<file path="src/rtl/dc_arb_pkg.sv">
`default_nettype none
// ============================================================================
// Package     : dc_arb_pkg
// Description : Shared types and AXI constant fields for the two-requester
//               AXI read arbiter.
// Revision    : 1.0 - initial release
// ============================================================================
package dc_arb_pkg;

    // Arbiter FSM states
    typedef enum logic [0:0] {
        IDLE  = 1'b0,
        ISSUE = 1'b1
    } arb_state_t;

    // Requester index: 0 = layer-0 fetch, 1 = second layer / cursor fetch
    typedef logic req_idx_t;

    // Fixed AR channel fields
    localparam logic [1:0] AXI_BURST_INCR  = 2'b01;
    localparam logic       AXI_LOCK_NONE   = 1'b0;
    localparam logic [3:0] AXI_CACHE_NONE  = 4'h0;
    localparam logic [2:0] AXI_PROT_NONE   = 3'h0;
    localparam logic [3:0] AXI_QOS_NONE    = 4'h0;
    localparam logic [3:0] AXI_REGION_NONE = 4'h0;

endpackage : dc_arb_pkg
`default_nettype wire

</file>
<file path="src/rtl/dc_rr_grant2.sv">
`default_nettype none
// ============================================================================
// Module      : dc_rr_grant2
// Description : Two-way grant selector. Produces a one-hot grant from the
//               eligibility vector, using either round-robin (the requester
//               that did not win last time wins a tie) or fixed priority
//               with requester 0 highest.
// Revision    : 1.0 - initial release
// ============================================================================
module dc_rr_grant2
    import dc_arb_pkg::*;
#(
    parameter bit PRIORITY_MODE = 1'b0
) (
    input  logic [1:0] i_elig,
    input  req_idx_t   i_last_grant,
    output logic [1:0] o_grant
);

    // Resolve ties; a single eligible requester is always granted
    always_comb begin
        o_grant = 2'b00;
        if (i_elig == 2'b11) begin
            if (PRIORITY_MODE || (i_last_grant == 1'b1)) begin
                o_grant = 2'b01;
            end else begin
                o_grant = 2'b10;
            end
        end else begin
            o_grant = i_elig;
        end
    end

endmodule : dc_rr_grant2
`default_nettype wire

</file>
<file path="src/rtl/dc_axi_read_arbiter.sv">
`default_nettype none
// ============================================================================
// Module      : dc_axi_read_arbiter
// Description : Shares one AXI read master between two fetch requesters.
//               Arbitrates AR requests, tags each burst with an ID whose
//               LSB is the requester index, routes R beats back by ID and
//               tracks outstanding bursts per requester. Beats that match
//               no requester with outstanding work are drained and flagged.
// Revision    : 1.0 - initial release
// ============================================================================
module dc_axi_read_arbiter
    import dc_arb_pkg::*;
#(
    parameter int         AXI_ARADDR_WIDTH = 32,
    parameter int         AXI_DATA_WIDTH   = 16,
    parameter logic [2:0] READ_DATA_SIZE   = 3'd1,
    parameter int         MAX_OUTSTANDING  = 4,
    parameter logic [6:0] ID_BASE          = 7'h0,
    parameter bit         PRIORITY_MODE    = 1'b0
) (
    input  logic                        clk,
    input  logic                        rst,
    input  logic                        en,
    // Requester 0
    input  logic [AXI_ARADDR_WIDTH-1:0] s0_araddr,
    input  logic [7:0]                  s0_arlen,
    input  logic                        s0_arvalid,
    output logic                        s0_arready,
    output logic [AXI_DATA_WIDTH-1:0]   s0_rdata,
    output logic [1:0]                  s0_rresp,
    output logic                        s0_rlast,
    output logic                        s0_rvalid,
    input  logic                        s0_rready,
    // Requester 1
    input  logic [AXI_ARADDR_WIDTH-1:0] s1_araddr,
    input  logic [7:0]                  s1_arlen,
    input  logic                        s1_arvalid,
    output logic                        s1_arready,
    output logic [AXI_DATA_WIDTH-1:0]   s1_rdata,
    output logic [1:0]                  s1_rresp,
    output logic                        s1_rlast,
    output logic                        s1_rvalid,
    input  logic                        s1_rready,
    // AXI master AR channel
    output logic [7:0]                  m_axi_arid,
    output logic [AXI_ARADDR_WIDTH-1:0] m_axi_araddr,
    output logic [7:0]                  m_axi_arlen,
    output logic [2:0]                  m_axi_arsize,
    output logic [1:0]                  m_axi_arburst,
    output logic                        m_axi_arlock,
    output logic [3:0]                  m_axi_arcache,
    output logic [2:0]                  m_axi_arprot,
    output logic [3:0]                  m_axi_arqos,
    output logic [3:0]                  m_axi_arregion,
    output logic                        m_axi_arvalid,
    input  logic                        m_axi_arready,
    // AXI master R channel
    input  logic [7:0]                  m_axi_rid,
    input  logic [AXI_DATA_WIDTH-1:0]   m_axi_rdata,
    input  logic [1:0]                  m_axi_rresp,
    input  logic                        m_axi_rlast,
    input  logic                        m_axi_rvalid,
    output logic                        m_axi_rready,
    // Status
    output logic                        idle,
    output logic                        err_orphan
);

    localparam int                c_cnt_w   = $clog2(MAX_OUTSTANDING + 1);
    localparam logic [c_cnt_w-1:0] c_cnt_max = c_cnt_w'(MAX_OUTSTANDING);
    localparam logic [c_cnt_w-1:0] c_cnt_one = c_cnt_w'(1);

    arb_state_t                  r_state;
    arb_state_t                  w_state_next;
    req_idx_t                    r_last_grant;
    req_idx_t                    r_gidx;
    logic [AXI_ARADDR_WIDTH-1:0] r_araddr;
    logic [7:0]                  r_arlen;
    logic [7:0]                  r_arid;
    logic [c_cnt_w-1:0]          r_cnt0;
    logic [c_cnt_w-1:0]          r_cnt1;
    logic                        r_err_orphan;

    logic [1:0] w_elig;
    logic [1:0] w_grant;
    logic       w_load;
    logic       w_accept;
    logic       w_hit0;
    logic       w_hit1;
    logic       w_orphan;
    logic       w_inc0;
    logic       w_inc1;
    logic       w_dec0;
    logic       w_dec1;

    // A requester at its outstanding limit is not eligible
    assign w_elig[0] = s0_arvalid && (r_cnt0 < c_cnt_max);
    assign w_elig[1] = s1_arvalid && (r_cnt1 < c_cnt_max);

    dc_rr_grant2 #(
        .PRIORITY_MODE (PRIORITY_MODE)
    ) u_grant (
        .i_elig       (w_elig),
        .i_last_grant (r_last_grant),
        .o_grant      (w_grant)
    );

    // FSM state register; state only advances while enabled
    always_ff @(posedge clk or posedge rst) begin
        if (rst) begin
            r_state <= IDLE;
        end else if (en) begin
            r_state <= w_state_next;
        end
    end

    // FSM next state: IDLE captures a winner, ISSUE waits for the fabric
    always_comb begin
        w_state_next = r_state;
        w_load       = 1'b0;
        w_accept     = 1'b0;
        if (en) begin
            case (r_state)
                IDLE: begin
                    if (|w_grant) begin
                        w_load       = 1'b1;
                        w_state_next = ISSUE;
                    end
                end
                ISSUE: begin
                    if (m_axi_arready) begin
                        w_accept     = 1'b1;
                        w_state_next = IDLE;
                    end
                end
                default: w_state_next = IDLE;
            endcase
        end
    end

    // Capture the granted request; remember the winner once the AR is accepted
    always_ff @(posedge clk or posedge rst) begin
        if (rst) begin
            r_araddr     <= '0;
            r_arlen      <= '0;
            r_arid       <= {ID_BASE, 1'b0};
            r_gidx       <= 1'b0;
            r_last_grant <= 1'b1;
        end else begin
            if (w_load) begin
                r_araddr <= w_grant[1] ? s1_araddr : s0_araddr;
                r_arlen  <= w_grant[1] ? s1_arlen : s0_arlen;
                r_arid   <= {ID_BASE, w_grant[1]};
                r_gidx   <= w_grant[1];
            end
            if (w_accept) begin
                r_last_grant <= r_gidx;
            end
        end
    end

    // Requester handshake is the single IDLE cycle in which it is captured
    assign s0_arready = w_load && w_grant[0];
    assign s1_arready = w_load && w_grant[1];

    assign m_axi_arid     = r_arid;
    assign m_axi_araddr   = r_araddr;
    assign m_axi_arlen    = r_arlen;
    assign m_axi_arsize   = READ_DATA_SIZE;
    assign m_axi_arburst  = AXI_BURST_INCR;
    assign m_axi_arlock   = AXI_LOCK_NONE;
    assign m_axi_arcache  = AXI_CACHE_NONE;
    assign m_axi_arprot   = AXI_PROT_NONE;
    assign m_axi_arqos    = AXI_QOS_NONE;
    assign m_axi_arregion = AXI_REGION_NONE;
    assign m_axi_arvalid  = (r_state == ISSUE);

    // A beat belongs to a requester only if its ID matches and it has bursts in flight
    assign w_hit0   = m_axi_rvalid && (m_axi_rid[7:1] == ID_BASE) && !m_axi_rid[0] && (r_cnt0 != '0);
    assign w_hit1   = m_axi_rvalid && (m_axi_rid[7:1] == ID_BASE) &&  m_axi_rid[0] && (r_cnt1 != '0);
    assign w_orphan = m_axi_rvalid && !w_hit0 && !w_hit1;

    assign s0_rvalid = w_hit0;
    assign s1_rvalid = w_hit1;
    assign s0_rdata  = m_axi_rdata;
    assign s1_rdata  = m_axi_rdata;
    assign s0_rresp  = m_axi_rresp;
    assign s1_rresp  = m_axi_rresp;
    assign s0_rlast  = m_axi_rlast;
    assign s1_rlast  = m_axi_rlast;

    // Orphan beats are always accepted so they cannot wedge the fabric
    assign m_axi_rready = w_hit0 ? s0_rready : (w_hit1 ? s1_rready : 1'b1);

    assign w_inc0 = w_accept && (r_gidx == 1'b0);
    assign w_inc1 = w_accept && (r_gidx == 1'b1);
    assign w_dec0 = en && w_hit0 && s0_rready && m_axi_rlast;
    assign w_dec1 = en && w_hit1 && s1_rready && m_axi_rlast;

    // Outstanding-burst counters; a simultaneous issue and completion cancel
    always_ff @(posedge clk or posedge rst) begin
        if (rst) begin
            r_cnt0 <= '0;
            r_cnt1 <= '0;
        end else if (en) begin
            case ({w_inc0, w_dec0})
                2'b10:   r_cnt0 <= r_cnt0 + c_cnt_one;
                2'b01:   r_cnt0 <= r_cnt0 - c_cnt_one;
                default: r_cnt0 <= r_cnt0;
            endcase
            case ({w_inc1, w_dec1})
                2'b10:   r_cnt1 <= r_cnt1 + c_cnt_one;
                2'b01:   r_cnt1 <= r_cnt1 - c_cnt_one;
                default: r_cnt1 <= r_cnt1;
            endcase
        end
    end

    // Sticky orphan flag, cleared only by reset
    always_ff @(posedge clk or posedge rst) begin
        if (rst) begin
            r_err_orphan <= 1'b0;
        end else if (en && w_orphan) begin
            r_err_orphan <= 1'b1;
        end
    end

    assign err_orphan = r_err_orphan;
    assign idle       = (r_state == IDLE) && (r_cnt0 == '0) && (r_cnt1 == '0);

endmodule : dc_axi_read_arbiter
`default_nettype wire

</file>
<file path="config.mk">
export PLATFORM = sky130hd
export DESIGN_NAME = dc_axi_read_arbiter
export DESIGN_NICKNAME = d
export VERILOG_FILES = /design/src/rtl/dc_arb_pkg.sv /design/src/rtl/dc_rr_grant2.sv /design/src/rtl/dc_axi_read_arbiter.sv
export SDC_FILE = /design/constraint.sdc
export NUM_CORES = 1
export LEC_CHECK = 0
export BUFFER_PORTS_ARGS = -buffer_cell sky130_fd_sc_hd__buf_4
export CELL_PAD_IN_SITES_DETAIL_PLACEMENT = 0
export CELL_PAD_IN_SITES_GLOBAL_PLACEMENT = 1
export CORE_MARGIN = 1
export CORE_UTILIZATION = 28
export CTS_CLUSTER_DIAMETER = 40
export CTS_CLUSTER_SIZE = 8
export DETAILED_ROUTE_END_ITERATION = 8
export GPL_TIMING_DRIVEN = 0
export PLACE_DENSITY_LB_ADDON = 0.1
export SETUP_SLACK_MARGIN = 0.05
export SLEW_MARGIN = 0
export SYNTH_ARGS = -nofsm -noshare
export SYNTH_HDL_FRONTEND = slang
export SYNTH_SLANG_ARGS = --single-unit
</file>
<file path="constraint.sdc">
create_clock -name clk -period 2.8 [get_ports clk]
set_input_delay 0.42 -clock clk [delete_from_list [all_inputs] [get_ports clk]]
set_output_delay 0.42 -clock clk [all_outputs]
set_load 0.1 [all_outputs]
</file>
=== After elaboration in Yosys (flattened, before gate mapping) ===
Index checks and enable logic that the tools add are counted.

* Flip-flop bits (word level): 50
* Input bits: 116
* Output and inout port bits: 115

* $add $sub $neg: 4
* Magnitude comparators: 2
* Equal/unequal tests: 5
* Muxes and demuxes: 16
* Bitwise gates (word level): 2
* Reduce and logical (&&, ||, !) cells: 35

{| class="wikitable"
|+ Operators by type and width
! kind !! count
|-
| 2-to-1 mux 32 bit || 1
|-
| logical AND 1 bit || 22
|-
| one-hot mux 3 bit (2 select lines) || 2
|-
| 2-to-1 mux 1 bit || 9
|-
| 2-to-1 mux 8 bit || 1
|-
| zero test 7 bit || 1
|-
| adder 3 x 1 -> 3 bit, second input constant || 2
|-
| equality test 2 bit, second input constant || 3
|-
| zero test 3 bit || 2
|-
| less-than comparator 3 bit, second input constant || 2
|-
| nonzero test 3 bit || 2
|-
| subtractor 3 x 1 -> 3 bit, second input constant || 2
|-
| equality test 2 x 1 -> 1 bit, second input constant || 2
|-
| 2-to-1 mux 2 bit || 2
|-
| AND reduction 2 bit || 2
|-
| nonzero test 2 bit || 2
|-
| zero test 1 bit || 3
|-
| inverter 1 bit || 2
|-
| one-hot mux 1 bit (2 select lines) || 1
|-
| OR reduction 2 bit || 1
|}

=== Longest topological paths before layout ===
* Word-level depth: 10
* Gate-level depth with buffers: 9
* Depth with buffers taken out: 9

=== Modules after synthesis ===
Synthesis repeated with hierarchy kept, for this count alone.

* Cells, all modules: 269
* Area total of the unflattened synthesis: 3347.0 µm²

{| class="wikitable"
|+ Modules (own cells, without submodules)
! module !! times used !! cells each !! area an instance (µm²) !! sequential area each (µm²)
|-
| dc_axi_read_arbiter || 1 || 266 || 3328.2 || 1252.5
|-
| dc_rr_grant2 || 1 || 3 || 18.8 || 0.0
|}

=== Least setup slack after synthesis ===
Ideal clock, no wire load.

* Kind: register to output
* Start point: register r_state (netlist: m_axi_arvalid)
* End point: output port idle
* Data arrival time: 3.126 ns
* Required time: 2.380 ns
* Setup slack: -0.746 ns
* Cell stages (with the launch flop): 2
* Buffers on the path: 0
* Cells stage by stage: dfrtp_1 > nor3b_1

* Word-level cells in the longest chain between the ends: 3

{| class="wikitable"
|+ Ends and longest elaborated chain
! what !! RTL line !! RTL
|-
| start, declared || dc_axi_read_arbiter.sv:73 || <nowiki>arb_state_t r_state;</nowiki>
|-
| start signal, assigned || dc_axi_read_arbiter.sv:113 || <nowiki>r_state <= w_state_next;</nowiki>
|-
| inverter 1 bit || - ||
|-
| logical AND 1 bit (2 in series) || dc_axi_read_arbiter.sv:229 || <nowiki>assign idle = (r_state == IDLE) && (r_cnt0 == '0) && (r_cnt1 == '0);</nowiki>
|-
| end, declared || dc_axi_read_arbiter.sv:65 || <nowiki>output logic idle,</nowiki>
|}

Every way passes these cells.

=== Worst setup path in the final report ===
* Start point: input port m_axi_rid[2]
* End point: register r_cnt0[2]

* Word-level cells in the longest chain between the ends: 10
* Elaborated cells between the ends (all ways): 12

{| class="wikitable"
|+ Ends and longest elaborated chain
! what !! RTL line !! RTL
|-
| start, declared || dc_axi_read_arbiter.sv:58 || <nowiki>input logic [7:0] m_axi_rid,</nowiki>
|-
| zero test 7 bit (*) || dc_axi_read_arbiter.sv:179 || <nowiki>assign w_hit0 = m_axi_rvalid && (m_axi_rid[7:1] == ID_BASE) && !m_axi_rid[0] && (r_cnt0 != '0);</nowiki>
|-
| logical AND 1 bit (*) (3 in series) || dc_axi_read_arbiter.sv:179 ||
|-
| logical AND 1 bit (*) (3 in series) || dc_axi_read_arbiter.sv:197 || <nowiki>assign w_dec0 = en && w_hit0 && s0_rready && m_axi_rlast;</nowiki>
|-
| equality test 2 x 1 -> 1 bit or equality test 2 bit (tied branches) || dc_axi_read_arbiter.sv:206 || <nowiki>case ({w_inc0, w_dec0})</nowiki>
|-
| nonzero test 2 bit (no source line) || - ||
|-
| AND reduction 2 bit (no source line) || - ||
|-
| end signal, assigned || dc_axi_read_arbiter.sv:207 || <nowiki>2'b10: r_cnt0 <= r_cnt0 + c_cnt_one;</nowiki>
|-
| end signal, assigned || dc_axi_read_arbiter.sv:208 || <nowiki>2'b01: r_cnt0 <= r_cnt0 - c_cnt_one;</nowiki>
|-
| end signal, assigned || dc_axi_read_arbiter.sv:209 || <nowiki>default: r_cnt0 <= r_cnt0;</nowiki>
|-
| end, declared || dc_axi_read_arbiter.sv:80 || <nowiki>logic [c_cnt_w-1:0] r_cnt0;</nowiki>
|}

Mark *: on every way between the ends. The rest lies on a longest branch, timed or not.
A chain may end at the register's enable or synchronous reset.

==> results.toml <==
[outcome]
status = "finished clean"

[drt]
drt_pass1_iterations = 5
wl_mm = 7.606
routed_via_density = 4.030
first_iter_violations = 50
via_count = 2700
ant_nets = 0
drc = 0
wl_per_cell_um = 11.35

[finish]
layout.nets = 653
seqCellArea_um2 = 1252
multi_input_area_um2 = 1217
nFillCells = 1046
utilization = 0.4616
drive_above_1_share = 0.5243
stdcell_count = 670
final_common_cell = "buf_4"
area_delta_synth_final_pct = 59.13
layout_common_cells = "253 x buf_4, 49 x dfrtp_1, 48 x nand2_1"
diodes = 0

[placed_design]
port_buffers = 184
placedCellCount = 662
hpwl_mm = 6.246
finalWeightedCongestion = 0.7040

[pwr]
seqPwrFrac = 0.222
p_comb_frac = 0.687
max-vdd-ir-drop_mv = 0.5574
powerDensity_nw_per_um2 = 1130
internal_power_uw = 2139
switching_share = 0.6063
leakage_uw = 0.002653
finalPower_uw = 5433
clkPwrFrac = 0.092
power.net_switching_uw = 3294

[worst_setup_path]
cp_num_buf_inv = 2
cp_max_fo = 5
cp_cell_sequence = "buf_4 -> nor4b_1 -> nand2_1 -> nor4_1 -> ha_1 -> inv_1 -> fa_1 -> xor2_1 -> nor2_1 -> xor2_1"
crit_path_frequent_cell = "xor2_1"
worstReg2RegEnd = "r_cnt0[2]"
r2r_start = "r_cnt0[2]"
cp_top_family = "simple AND/OR/NAND/NOR gates"
crit_arrival_ns = 2.54
slowest_stage = "nor4b_1"
slowest_delay_ns = 0.37
rrSetupSlack_ns = 0.60
required_ns = 3.02
critPathKind = "in2reg"
ff2ff_path_depth = 9
end_kind = "flip-flop"
cp-start-kind = "primary input"

[timing]
fin_tns_setup_ns = 0
fin_worst_skew_ns = 0.01066
whs_ns = 0.1471
maxSlewViolCount = 0
finalHoldViolations = 0
fin_crit_ns = 2.323
rsz0062_at_grt = "false"
setup_violations = 0
maxClockFrequency_ghz = 0.4305
finalCritPeriodShare = 0.8295

[die]
fp.dieH_um = 105.9
start_util = 0.2901
core_um2 = 10420
die_area_um2 = 11210
die_w_um = 105.9
num_rows = 37
pin_count = 231

[global_route]
antenna_found_initial = 0
grt_overflow = 0
grt_pass1_wl_mm = 11.79
grt_pass1_vias = 2435
grt_max_degree = 30
grt_usage = 0.1318

[min_path]
hp-class = "in2async"

[logic_synthesis]
synth-edff-count = 0
synth_cell_types = 37
yosys_warnings = 0
avgSynthCellArea_um2 = 9.593
synthTopCellsByArea = "dfrtp_1 41%, buf_4 17%, mux2i_1 13%, o21ai_1 6.5%, nand2_1 6.0%"
synth-seq-area-share = 0.4145
syn_inst = 315
synth_largest_area_cell = "dfrtp_1"
syn-cell-area_um2 = 3022
synthFlopType = "dfrtp_1"
ys_seq_elements = 50
synth-async-reset-ratio = 1.000
yosysTopAreaCellShare = 0.4058

[clock_network]
clk_pin_slew_ns = 0.09
cts_sinks = 50
cts_buffer_depth = 2
worstSkewPairLatency_ns = 0.30
htreeDepth = 2
cts_tree = "done"
cts_hold_buf = 0
clockRootBuffer = "clkbuf_8"
post-cts-setup-buffers = 0
cts_resized = 0
cts_made_buffers = 5

[run]
max-cap-violations = 0
## per-layer routing
metal	part of all wire	vias to the layer above	global-route usage	wire length [um]
li1	-	1378	-	-
met1	0.41	1182	0.1569	3103
met2	0.49	138	0.2292	3751
met3	0.092	2	0.04143	700
met4	0.0068	0	0.03274	52
met5	0	-	0	0
## sequential cells by signal, indices dropped and copies added (netlist names)
| name | cells |
|---|---|
| m_axi_arvalid | 1 |
| r_last_grant | 1 |
| r_cnt0 | 3 |
| m_axi_araddr | 32 |
| m_axi_arlen | 8 |
| m_axi_arid | 1 |
| r_cnt1 | 3 |
| err_orphan | 1 |
## final cells by class
type,instances,share of cell area
Timing Repair Buffer,185,0.2914
Sequential cell,50,0.2605
Multi-Input combinational cell,201,0.2532
Buffer,81,0.1296
Tap cell,136,0.03539
Clock buffer,6,0.01509
Clock inverter,2,0.007806
Inverter,9,0.007026
## power groups by stage
stage | Combinational [uW] | Clock [uW] | Sequential [uW]
finish | 3730 | 497 | 1200
global route | 3900 | 547 | 1250
CTS | 3770 | 523 | 1210
detailed placement | 3770 | 0 | 1220
global placement | 3760 | 0 | 1200
floorplan | 1160 | 0 | 3030
## per-stage QoR
| stage | cell area [um2] | worst slack [ns] |
|---|---|---|
| after floorplan | 3127 | 0.1555 |
| after global placement | 4678 | 0.1457 |
| after detailed placement | 4698 | 0.1543 |
| after CTS | 4808 | 0.4599 |
| after global routing | 4808 | 0.1556 |
| final | 4808 | 0.4774 |
## cells by family (layout without fill, tap and decap cells)
logic type | after synthesis | in the layout | share of synthesized area
adders and majority gates | 4 | 4 | 0.02153
other | 2 | 28 | 0.002485
buffers and inverters | 90 | 283 | 0.2174
AOI/OAI and AO/OA | 51 | 51 | 0.08903
DFF | 50 | 50 | 0.4145
and+or+nand+nor | 72 | 72 | 0.1052
xor gates and xnor gates | 6 | 6 | 0.01739
muxes | 40 | 40 | 0.1325
## worst max path at each step
stage,startpoint,end,slack [ns],depth (start not counted)
after global placement,m_axi_rid[2],r_cnt0[2],0.15,10
after floorplan,m_axi_rid[2],s0_rvalid,0.16,3
after detailed placement,m_axi_rid[2],r_cnt0[2],0.15,10
after CTS,m_axi_rid[2],r_cnt0[2],0.46,10
final,m_axi_rid[2],r_cnt0[2],0.48,10
after global routing,m_axi_rid[2],r_cnt0[2],0.16,10
## synthesized netlist by cell type (2+ instances only)
cell type  count
o21ai_0        5
clkbuf_2       2
dfrtp_1       49
nand2_1       48
nor3_1         2
xnor2_1        2
buf_4         69
nor4_1         2
o21ai_1       39
inv_1          9
or2_2          2
conb_1         2
a21o_1         2
mux2i_1       40
buf_8          4
nor2_1         5
fa_1           2
nand3_1        3
xor2_1         4
ha_1           2
nand2b_1       3
buf_2          4
Note: power is estimated with default switching activity, not from simulation.
